File: src/rtl/branch_sequencer_if.sv
// Handshake and LUT bus between the branch sequencer and its test harness.
// The harness (master) drives control/instruction decode and the LUT result;
// the sequencer (slave) drives the LUT address, PC, status flags and counter.
interface branch_sequencer_if #(
    parameter int PC_W   = 10,
    parameter int LUT_AW = 4,
    parameter int CNT_W  = 16
);
    logic              Start;
    logic              Halt;
    logic              BranchEn;
    logic              BranchCond;
    logic [LUT_AW-1:0] BranchIdx;
    logic [LUT_AW-1:0] LutAddr;
    logic [PC_W-1:0]   LutTarget;
    logic [PC_W-1:0]   ProgCtr;
    logic              Running;
    logic              Done;
    logic              BadTarget;
    logic [CNT_W-1:0]  CycleCnt;

    modport master (
        output Start, Halt, BranchEn, BranchCond, BranchIdx, LutTarget,
        input  LutAddr, ProgCtr, Running, Done, BadTarget, CycleCnt
    );

    modport slave (
        input  Start, Halt, BranchEn, BranchCond, BranchIdx, LutTarget,
        output LutAddr, ProgCtr, Running, Done, BadTarget, CycleCnt
    );
endinterface

File: src/rtl/branch_sequencer.sv
// Program-counter sequencer for the branch-target LUT. Steps the PC during a
// run, loads absolute LUT targets on taken branches, stops on halt or on an
// out-of-range branch index, and counts (saturating) the cycles spent running.
module branch_sequencer #(
    parameter int PC_W        = 10,
    parameter int LUT_AW      = 4,
    parameter int MAX_LUT_IDX = 8,
    parameter int RESET_PC    = 0,
    parameter int CNT_W       = 16
) (
    input  logic                Clk,
    input  logic                Reset_n,
    branch_sequencer_if.slave   bus
);
    typedef enum logic [1:0] {IDLE, RUN, DONE, ERR} state_t;

    state_t           state_q, state_d;
    logic [PC_W-1:0]  pc_q, pc_d;
    logic [CNT_W-1:0] cnt_q, cnt_d;
    logic             taken;

    assign taken = bus.BranchEn & bus.BranchCond;

    // State, PC and cycle counter registers; reset aborts any run at once.
    always_ff @(posedge Clk or negedge Reset_n) begin
        if (!Reset_n) begin
            state_q <= IDLE;
            pc_q    <= PC_W'(RESET_PC);
            cnt_q   <= '0;
        end else begin
            state_q <= state_d;
            pc_q    <= pc_d;
            cnt_q   <= cnt_d;
        end
    end

    // Next-state, PC and counter update; one PC action per RUN cycle by priority.
    always_comb begin
        state_d = state_q;
        pc_d    = pc_q;
        cnt_d   = cnt_q;
        case (state_q)
            IDLE, DONE, ERR: begin
                if (bus.Start) begin
                    state_d = RUN;
                    pc_d    = PC_W'(RESET_PC);
                    cnt_d   = '0;
                end
            end
            RUN: begin
                if (cnt_q != '1) begin
                    cnt_d = cnt_q + CNT_W'(1);
                end
                if (bus.Halt) begin
                    state_d = DONE;
                end else if (taken && (bus.BranchIdx > LUT_AW'(MAX_LUT_IDX))) begin
                    state_d = ERR;
                end else if (taken) begin
                    pc_d = bus.LutTarget;
                end else begin
                    pc_d = pc_q + PC_W'(1);
                end
            end
        endcase
    end

    assign bus.LutAddr   = bus.BranchIdx;
    assign bus.ProgCtr   = pc_q;
    assign bus.CycleCnt  = cnt_q;
    assign bus.Running   = (state_q == RUN);
    assign bus.Done      = (state_q == DONE);
    assign bus.BadTarget = (state_q == ERR);
endmodule

File: src/flat_wrapper.sv
// flat-port wrapper written by rule: the top's interface ports become plain ports
module branch_sequencer_flat 
#(
    parameter int PC_W        = 10,
    parameter int LUT_AW      = 4,
    parameter int MAX_LUT_IDX = 8,
    parameter int RESET_PC    = 0,
    parameter int CNT_W       = 16
)
  (Clk, Reset_n, bus_Start, bus_Halt, bus_BranchEn, bus_BranchCond, bus_BranchIdx, bus_LutTarget, bus_LutAddr, bus_ProgCtr, bus_Running, bus_Done, bus_BadTarget, bus_CycleCnt);
  branch_sequencer_if #(.PC_W(PC_W), .LUT_AW(LUT_AW), .CNT_W(CNT_W)) bus_i ();
  input  logic Clk;
  input  logic Reset_n;
  input wire logic [$bits(bus_i.Start)-1:0] bus_Start;
  input wire logic [$bits(bus_i.Halt)-1:0] bus_Halt;
  input wire logic [$bits(bus_i.BranchEn)-1:0] bus_BranchEn;
  input wire logic [$bits(bus_i.BranchCond)-1:0] bus_BranchCond;
  input wire logic [$bits(bus_i.BranchIdx)-1:0] bus_BranchIdx;
  input wire logic [$bits(bus_i.LutTarget)-1:0] bus_LutTarget;
  output wire logic [$bits(bus_i.LutAddr)-1:0] bus_LutAddr;
  output wire logic [$bits(bus_i.ProgCtr)-1:0] bus_ProgCtr;
  output wire logic [$bits(bus_i.Running)-1:0] bus_Running;
  output wire logic [$bits(bus_i.Done)-1:0] bus_Done;
  output wire logic [$bits(bus_i.BadTarget)-1:0] bus_BadTarget;
  output wire logic [$bits(bus_i.CycleCnt)-1:0] bus_CycleCnt;
  assign bus_i.Start = bus_Start;
  assign bus_i.Halt = bus_Halt;
  assign bus_i.BranchEn = bus_BranchEn;
  assign bus_i.BranchCond = bus_BranchCond;
  assign bus_i.BranchIdx = bus_BranchIdx;
  assign bus_i.LutTarget = bus_LutTarget;
  assign bus_LutAddr = bus_i.LutAddr;
  assign bus_ProgCtr = bus_i.ProgCtr;
  assign bus_Running = bus_i.Running;
  assign bus_Done = bus_i.Done;
  assign bus_BadTarget = bus_i.BadTarget;
  assign bus_CycleCnt = bus_i.CycleCnt;
  branch_sequencer #(.PC_W(PC_W), .LUT_AW(LUT_AW), .MAX_LUT_IDX(MAX_LUT_IDX), .RESET_PC(RESET_PC), .CNT_W(CNT_W)) u_core (.Clk(Clk), .Reset_n(Reset_n), .bus(bus_i));
endmodule
File: config.mk
export PLATFORM = sky130hd
export DESIGN_NAME = branch_sequencer_flat
export DESIGN_NICKNAME = d
export VERILOG_FILES = /design/src/rtl/branch_sequencer_if.sv /design/src/rtl/branch_sequencer.sv /design/src/flat_wrapper.sv
export SDC_FILE = /design/constraint.sdc
export NUM_CORES = 1
export LEC_CHECK = 0
export CAP_MARGIN = 20
export CORE_MARGIN = 2
export CORE_UTILIZATION = 30
export DETAILED_ROUTE_END_ITERATION = 8
export PLACE_DENSITY = 0.64
export SYNTH_ARGS = -nofsm -noshare
export SYNTH_HDL_FRONTEND = slang
export SYNTH_SLANG_ARGS = --single-unit
File: constraint.sdc
create_clock -name Clk -period 1.6 [get_ports Clk]
set_input_delay 0.32 -clock Clk [delete_from_list [all_inputs] [get_ports Clk]]
set_output_delay 0.32 -clock Clk [all_outputs]
set_load 0.005 [all_outputs]
Word-level counts from Yosys, hierarchy flattened
Cells that the tools add are included.

$add $sub $neg: 2. Multiply operators: 0. Divide/modulo/power cells: 0. Magnitude comparators: 1. Equal/unequal tests: 9. Shift operators: 0. Mux-type cells: 12. Bitwise logic cells: 1. Reductions and logical operators: 6.

Operators by type and width (number): 10-bit two-way mux (4); 16-bit two-way mux (2); 16-bit one-hot mux with 2 select lines (1); 10-bit one-hot mux with 2 select lines (1); 16-bit by 1-bit adder with 16-bit output (second input constant) (1); 16-bit inequality test (second input constant) (1); 10-bit by 1-bit adder with 10-bit output (second input constant) (1); 2-bit two-way mux (3); 2-bit inequality test (second input constant) (3); 2-bit equality test (second input constant) (2); 4-bit > comparator (second input constant) (1); 2-bit one-hot mux with 2 select lines (1); 2-bit AND reduction (2); 3-bit by 2-bit inequality test with 1-bit output (second input constant) (1); 3-bit AND reduction (1); 3-bit OR reduction (1); 2-bit by 1-bit equality test with 1-bit output (second input constant) (1); 2-bit logical NOT (1); 2-bit by 1-bit inequality test with 1-bit output (second input constant) (1); 1-bit bitwise AND (1); 1-bit logical AND (1).

Register bits after elaboration: 28. Bits in latches: 0. Memory bits (writable): 0. Memory bits (read-only): 0. Input port bits: 20. Output and inout port bits: 33. Word-level logic and storage cells: 34. Memories kept: 0.

Depth between registers and ports, before layout
Gate-level depths: netlist of run 1.

Depth in word-level cells: 5. Depth in mapped cells: 6. Depth with buffers taken out: 5.

Worst setup path before layout of run 1
Ideal clock, no wire load.

Path kind: reg2reg. Start point: register u_core.cnt_q[0], in the netlist u_core.bus.CycleCnt[0]. End point: register u_core.cnt_q[2], in the netlist u_core.bus.CycleCnt[2]. Setup time: 0.121 ns. Data arrival time: 1.531 ns. Data required time: 1.479 ns. Slack: -0.052 ns. Cell stages (with the launch flop): 6. Path buffers: 0. Period minus slack after synthesis: 1.652 ns. Cells stage by stage: dfrtp_1 > ha_1 > nand3_1 > nor3_2 > a21oi_1 > a22o_1.

Longest elaborated chain between the ends: 3. Elaborated cells on any way between the ends: 6.

Ends and longest elaborated chain: from (decl) (line branch_sequencer.sv:19) `logic [CNT_W-1:0] cnt_q, cnt_d;`; from (signal assigned) (line branch_sequencer.sv:33) `cnt_q <= cnt_d;`; 16-bit by 1-bit adder with 16-bit output / 16-bit inequality test (equally long branches) (line branch_sequencer.sv:52, branch_sequencer.sv:51); 16-bit two-way mux / 2-bit by 1-bit inequality test with 1-bit output (equally long branches); 16-bit one-hot mux with 2 select lines / 2-bit AND reduction (equally long branches).

Several ways; a longest one is shown, not always the timed one. The select of a mux whose other input is x is not followed. A chain may end at the register's enable or synchronous reset.

Worst setup path in the final report of run 1
Start point: register u_core.state_q[1]. End point: register u_core.cnt_q[5], in the netlist u_core.bus.CycleCnt[5].

Longest elaborated chain between the ends: 4. Elaborated cells on any way between the ends: 9.

Ends and longest elaborated chain: from (decl) (line branch_sequencer.sv:17) `state_t state_q, state_d;`; from (signal assigned) (line branch_sequencer.sv:31) `state_q <= state_d;`; 2-bit equality test / 2-bit logical NOT (equally long branches) (line branch_sequencer.sv:42) `case (state_q)`; 3-bit OR reduction (line branch_sequencer.sv:42); 2-bit inequality test (no line); 2-bit AND reduction (no line).

Several ways; a longest one is shown, not always the timed one.

==> flow_summary.yaml, run 1 <==
timing:
  period_share: 1.060
  final.setup_skew_ps: 3.469
  hold_viol_final: 0
  holdWs_ps: 420.6
  worst_slew_pin_slew_ps: 434.2
  period_minus_slack_ps: 1696
  maxClockFrequency_mhz: 589.5
  setup_viol: 11
  layout_setup_ws_ps: -96.44
  slew_headroom: 0.7100
  rsz0062_at_grt: "yes"
  drv_slew: 0
floorplanning:
  core-area_mm2: 0.005816
  io_pins: 53
  dieArea_mm2: 0.006572
  start_util: 0.3064
  die_w_um: 81.07
  die_y_um: 81.07
  rows: 28
pwr:
  power.density_mw_per_mm2: 907.6
  leakagePower_nw: 1.511
  ir_drop_v: 0.0004871
outcome:
  status: "finished with violations"
  violations: "setup timing"
setup_path:
  path_delay_family: "buffers and inverters"
  cpMostUsedCell: "buf_4"
  cp_max_fo: 4
  crit_type: "flip-flop to flip-flop"
  cp.arrival_ps: 1850
  max_stage_delay_ps: 420
  cp-end-kind: "flip-flop"
  slowest_stage: "dfrtp_1"
  worstPathRequired_ps: 1760
  crit_chain: "buf_6 -> nand3b_1 -> buf_4 -> or2_4 -> o21ai_1 -> buf_4 -> o22ai_1"
  crit_buf_inv: 3
  critical_path.startpoint_type: "flip-flop"
place:
  dp.cells: 371
  hpwl_um: 4099
  io_buffer_count: 52
  gp_congestion: 0.8571
  placed_cell_area_mm2: 0.002769
  post-place-ws_ps: -533.2
cells_and_area:
  area_delta_synth_final_pct: 79.49
  fill_cells: 531
  antennaDiodeCount: 0
  fin_nets: 341
  instances_no_fill: 393
  post-route-cell-area_mm2: 0.003198
  drive_gt1_frac: 0.4025
cts:
  clk_pin_slew_ps: 100
  clkSinkCount: 28
  cts_tree: "done"
  cts-buffers-inserted: 3
  cts_htree_levels: 1
  clk_latency_ps: 270
  root_buffer: "clkbuf_8"
  cts_buffer_depth: 2
  postCtsHoldBufs: 0
synth:
  synth-seq-area-share: 0.3933
  yosys.cell_types.count: 45
  synth_top_area_frac: 0.3933
  synthFlopType: "dfrtp_1"
  ys.warnings.count: 0
  avgSynthCellArea_um2: 8.999
  syn_inst: 198
  ys_ff_latch: 28
  synthesis.nets: 220
  synth_top_area_cell: "dfrtp_1"
  synth_area_leaders: "dfrtp_1 (39%), a22o_1 (5.9%), a21oi_1 (4.2%)"
  async_reset_ff_frac: 1.000
  synth-edff-count: 0
  synth_area_mm2: 0.001782
detailed_routing:
  via_per_inst: 5.232
  postRouteAntennaNets: 0
  drt-total-wl_um: 5815
  drt_iter0_markers: 169
  dr.pass1.iters: 4
  drt_drc_violations_left: 0
  num_vias: 2056
  wl_per_cell_um: 14.80
flow_run:
  cap_violations: 0
global_route:
  antenna_found_initial: 0
  grt_max_degree: 29
  grt_pass1_vias: 1926
  grtUsageTotal: 0.1779
  grt_pass1_wl_um: 9287
  grt_remaining_overflow: 0
hold_path:
  min_path_type: "primary input to async pin"
worst paths after layout:
path / start / to / slack [ps] / depth (start not counted)
setup / recovery: u_core.state_q[1] / u_core.bus.CycleCnt[5] / -100 / 7
min in group Clk: bus_Start / u_core.state_q[0] / 520 / 3
setup reg to reg: u_core.state_q[1] / u_core.bus.CycleCnt[5] / -100 / 7
hold / removal: Reset_n / u_core.bus.ProgCtr[0] / 420 / 2
hold reg to reg: u_core.bus.ProgCtr[9] / u_core.bus.ProgCtr[9] / 560 / 1
max in group asynchronous: Reset_n / u_core.bus.ProgCtr[5] / 890 / 2
sequential cells by signal, indices dropped and copies added (netlist names):
| name | cells |
|---|---|
| u_core.state_q | 2 |
| u_core.bus.CycleCnt | 16 |
| u_core.bus.ProgCtr | 10 |
metal layers:
| layer | up-vias | GRT usage | part of all wire |
|---|---|---|---|
| met5 | - | 0 | 0 |
| met3 | 4 | 0.01444 | 0.026 |
| met1 | 1001 | 0.2510 | 0.46 |
| met4 | 0 | 0.04068 | 0.0086 |
| met2 | 37 | 0.2967 | 0.50 |
| li1 | 1014 | - | - |
layout by cell type (no fill, tap or decap), drive strengths merged, types with 3 or more instances in the layout:
master         Yosys  final
and4               4      4
o21ai              6      6
a22o              12     12
nand3             15     15
clkbuf             4      5
dfrtp             28     28
o31ai              7      7
a22oi              3      3
mux2i              4      4
buf                9     80
dlygate4sd2        0      5
a21oi             15     15
nand2b             3      3
a211oi             4      4
nand4              4      4
nor3               7      7
clkdlybuf4s50      0     32
inv               11     11
nor2               7      7
nand2             12     12
nor4               3      3
o22ai              6      6
and2               4      4
and3               5      5
dlymetal6s2s       0      9
synth_stat cells (2+ instances only):
library cell and number:
nand2b_1 3, a22o_1 12, o2bb2ai_1 2, o31ai_1 7
nor2b_1 2, ha_1 2, o221ai_1 2, a221oi_1 2
a211oi_1 4, and4_1 3, o22ai_1 6, and3_1 4
nand3_1 14, clkbuf_1 4, buf_4 7, or3_1 2
o41ai_1 2, mux2i_1 4, inv_1 11, nor3_1 6
nor4_1 2, dfrtp_1 28, nor2_1 7, o21ai_0 6
a21oi_1 15, nand4_1 4, o2111ai_1 2, and2_1 4
or4_1 2, nand2_1 12, a22oi_1 3
metrics by stage:
stage | TNS, ps | total power [mW] | utilization
after floorplan | -102.0 | 1.408 | -
after global routing | -1692 | 3.072 | 0.5499
after global placement | -6958 | 2.049 | 0.4761
final | -667.2 | 2.903 | 0.5499
after CTS | -144.8 | 2.736 | 0.5153
after detailed placement | -7537 | 2.071 | 0.4761
power breakdown:
group / internal (mW) / total [mW] / leakage, nW / switching (mW)
combinational: 0.811 / 1.40 / 1.11 / 0.592
clock: 0.335 / 0.563 / 0.0357 / 0.228
sequential: 0.815 / 0.936 / 0.370 / 0.121
total: 1.96 / 2.90 / 1.51 / 0.942
cells by family after synthesis:
family,count (synthesis),share of synthesized area
adder cells (fa/ha/maj),2,0.01404
AND/OR/NAND/NOR,73,0.2374
flip-flops,28,0.3933
buffers and inverters,24,0.06600
AO/OA/AOI/OAI,67,0.2669
multiplexers,4,0.02247
cell type report:
| class | count | area (um^2) | share of cell area |
|---|---|---|---|
| multi-input combinational | 146 | 1144 | 0.3576 |
| timing repair buffer | 129 | 1139 | 0.3560 |
| sequential | 28 | 709.4 | 0.2218 |
| tap | 75 | 93.84 | 0.02934 |
| clock buffer | 3 | 41.29 | 0.01291 |
| inverter | 11 | 41.29 | 0.01291 |
| clock inverter | 1 | 30.03 | 0.009390 |
what timing repair did:
item	in CTS	in global routing
gates resized for setup	49	47
setup buffers	11	8
pin swaps	11	13
endpoints found under the setup margin	40	40
Note: power is estimated with default switching activity, not from simulation.
==> run 2, diff against run 1 <==
--- a/config.mk
+++ b/config.mk
@@ -5,6 +5,7 @@
 export SDC_FILE = /design/constraint.sdc
 export NUM_CORES = 1
 export LEC_CHECK = 0
+export ABC_AREA = 1
 export CAP_MARGIN = 20
 export CORE_MARGIN = 2
 export CORE_UTILIZATION = 30
==> run 2 against run 1 <==
Effect of this change:
- the run now ends clean
- critical endpoint is now bus_CycleCnt[9]
- largest power group unchanged
- fmax rose by 8.3%
- utilization is 7.9 points lower
- critical path depth fell by 6
- register-to-register slack improved by 210 ps
==> flow_summary.yaml, run 2 <==
setup_path:
  rr_worst_depth: 9
  path_delay_family: "buffers and inverters"
  slowest_stage: "clkdlybuf4s50_1"
  crit_type: "flip-flop to output port"
  cp.arrival_ps: 1250
  worstPathRequired_ps: 1280
  cp-end-kind: "output port"
  max_stage_delay_ps: 530
  critical_path.startpoint_type: "flip-flop"
  critPathLaunch: "u_core.bus.CycleCnt[9]"
  crit_end: "bus_CycleCnt[9]"
  cp.depth: 1
  r2r_end: "u_core.bus.CycleCnt[8]"
  crit_buf_inv: 1
  crit_chain: "clkdlybuf4s50_1"
  timing.rr.start: "u_core.bus.CycleCnt[0]"
  cp_max_fo: 6
  reg2reg_slack_ps: 110
synth:
  synth-edff-count: 0
  synth_top_area_frac: 0.3786
  synth-seq-area-share: 0.3786
  synth_area_mm2: 0.001851
  avgSynthCellArea_um2: 6.983
  synthFlopType: "dfrtp_1"
  yosysMostFrequentCell: "nand2_1"
  syn_inst: 265
  ys_ff_latch: 28
  synth_area_leaders: "dfrtp_1 (38%), nand2_1 (18%), nor2_1 (6.7%)"
  async_reset_ff_frac: 1.000
  netlist_top_cells_count: "nand2_1 (91), nor2_1 (33), dfrtp_1 (28)"
  synthesis.nets: 287
  ys.warnings.count: 0
  synth_top_area_cell: "dfrtp_1"
  yosys.cell_types.count: 31
global_route:
  antenna_found_initial: 0
  grt_pass1_vias: 1754
  grt_pass1_wl_um: 8142
  grt_remaining_overflow: 0
  grt_max_degree: 29
  grtUsageTotal: 0.1529
timing:
  setup_viol: 0
  rsz0062_at_grt: "yes"
  hold_viol_final: 0
  drv_slew: 0
  final.setup_skew_ps: 4.561
  worst_slew_pin_slew_ps: 376.1
  period_minus_slack_ps: 1567
  layout_setup_ws_ps: 33.49
  period_share: 0.9791
  slew_headroom: 0.7493
  holdWs_ps: 416.1
  maxClockFrequency_mhz: 638.4
cts:
  cts_tree: "done"
  cts_buffer_depth: 2
  cts-buffers-inserted: 3
  cts_htree_levels: 1
  clkSinkCount: 28
  clk_latency_ps: 280
  clk_pin_slew_ps: 110
  root_buffer: "clkbuf_8"
pwr:
  combPwrFrac: 0.484
  p_int_mw: 1.923
  p_seq_frac: 0.325
  power.density_mw_per_mm2: 1073
  p_switching_mw: 1.087
  total_power_mw: 3.010
  clockPowerShare: 0.191
  ir_drop_v: 0.0006615
  p_sw_frac: 0.3611
  leakagePower_nw: 1.446
detailed_routing:
  drt_iter0_markers: 67
  dr.pass1.iters: 4
  drt-total-wl_um: 4996
  postRouteAntennaNets: 0
  wl_per_cell_um: 11.84
  num_vias: 1938
  via_per_inst: 4.592
  drt_drc_violations_left: 0
place:
  io_buffer_count: 52
  post-place-ws_ps: -37.83
  hpwl_um: 3778
  placed_cell_area_mm2: 0.002569
  gp_congestion: 0.8470
  dp.cells: 402
cells_and_area:
  largest_reg_flops: 16
  drive_gt1_frac: 0.2017
  fill_cells: 611
  multiInputGateArea_um2: 985.9
  regArea_um2: 714.4
  mostFrequentLayoutCells: "nand2_1 (91), clkdlybuf4s50_1 (37), nor2_1 (32)"
  post-route-cell-area_mm2: 0.002805
  fin_nets: 370
  instances_no_fill: 422
  final_common_cell: "nand2_1"
  area_delta_synth_final_pct: 51.59
  antennaDiodeCount: 0
floorplanning:
  die_y_um: 82.54
  core-area_mm2: 0.005956
  start_util: 0.3107
  rows: 28
  dieArea_mm2: 0.006813
  die_w_um: 82.54
  io_pins: 53
outcome:
  status: "finished, final reports clean"
hold_path:
  min_path_type: "primary input to async pin"
flow_run:
  cap_violations: 0
-- run 2: worst reg2reg max path: stages (launching register included) --
cell	delay (ps)
dfrtp_1	370
buf_4	110
ha_1	170
inv_2	50
nor2_4	110
nand3_2	100
o21ai_4	220
buf_12	160
nand2_1	50
o21ai_1	80
-- run 2: kinds of logic (layout without fill, tap and decap cells) --
family,Yosys count,in the layout,share of synthesized area
xor+xnor,9,9,0.04260
simple gates,163,163,0.3793
compound gates,27,27,0.09602
buf+inv,36,118,0.08992
fa+ha+maj,2,2,0.01352
flops,28,28,0.3786
-- run 2: worst min-delay path by stage --
| stage | startpoint | endpoint | depth (start not counted) |
|---|---|---|---|
| after floorplan | Reset_n | u_core.bus.CycleCnt[0] | 0 |
| after global placement | u_core.bus.CycleCnt[14] | u_core.bus.CycleCnt[14] | 2 |
| after detailed placement | u_core.bus.ProgCtr[9] | u_core.bus.ProgCtr[9] | 2 |
| after CTS | Reset_n | u_core.bus.ProgCtr[0] | 2 |
| after global routing | Reset_n | u_core.bus.ProgCtr[0] | 2 |
| final | Reset_n | u_core.bus.ProgCtr[0] | 2 |
-- run 2: timing repair --
| action | CTS | global route |
|---|---|---|
| endpoints found under the setup margin | 15 | 25 |
| resized for setup | 15 | 17 |
| hold buffers | 0 | 0 |
| setup buffers | 2 | 14 |
| pin swaps | 0 | 2 |
-- run 2: per-stage QoR --
stage,utilization,TNS [ps]
2_1_floorplan,-,0
3_3_place_gp,0.4313,-92.39
3_5_place_dp,0.4313,-225.3
4_1_cts,0.4466,0
5_1_grt,0.4710,-32.07
6_report,0.4710,0
-- run 2: layer usage --
layer,GRT usage,share of wire,up-vias
met5,0,0,-
li1,-,-,1002
met2,0.2718,0.47,49
met4,0.009836,0.0014,0
met3,0.03043,0.072,2
met1,0.2007,0.45,885
-- run 2: power by group through the flow --
stage	Combinational, mW	Clock [mW]	Sequential, mW
CTS	1.38	0.588	0.995
finish	1.46	0.575	0.979
global placement	1.32	0	1.01
global route	1.62	0.633	0.998
detailed placement	1.35	0	1.01
floorplan	0.626	0	1.01
-- run 2: final cells by class --
cell class                 instances  share of cell area
timing repair buffer              87              0.2962
clock buffer                       3             0.01472
inverter                          27             0.03880
sequential                        28              0.2547
multi-input combinational        201              0.3515
tap                               75             0.03345
clock inverter                     1             0.01070
==> run 3, diff against run 2 <==
--- a/config.mk
+++ b/config.mk
@@ -9,6 +9,7 @@
 export CAP_MARGIN = 20
 export CORE_MARGIN = 2
 export CORE_UTILIZATION = 30
+export CTS_CLUSTER_DIAMETER = 30
 export DETAILED_ROUTE_END_ITERATION = 8
 export PLACE_DENSITY = 0.64
 export SYNTH_ARGS = -nofsm -noshare
==> results of run 3 <==
Same layout as run 2: the final DEF is identical, and so are final timing and power.
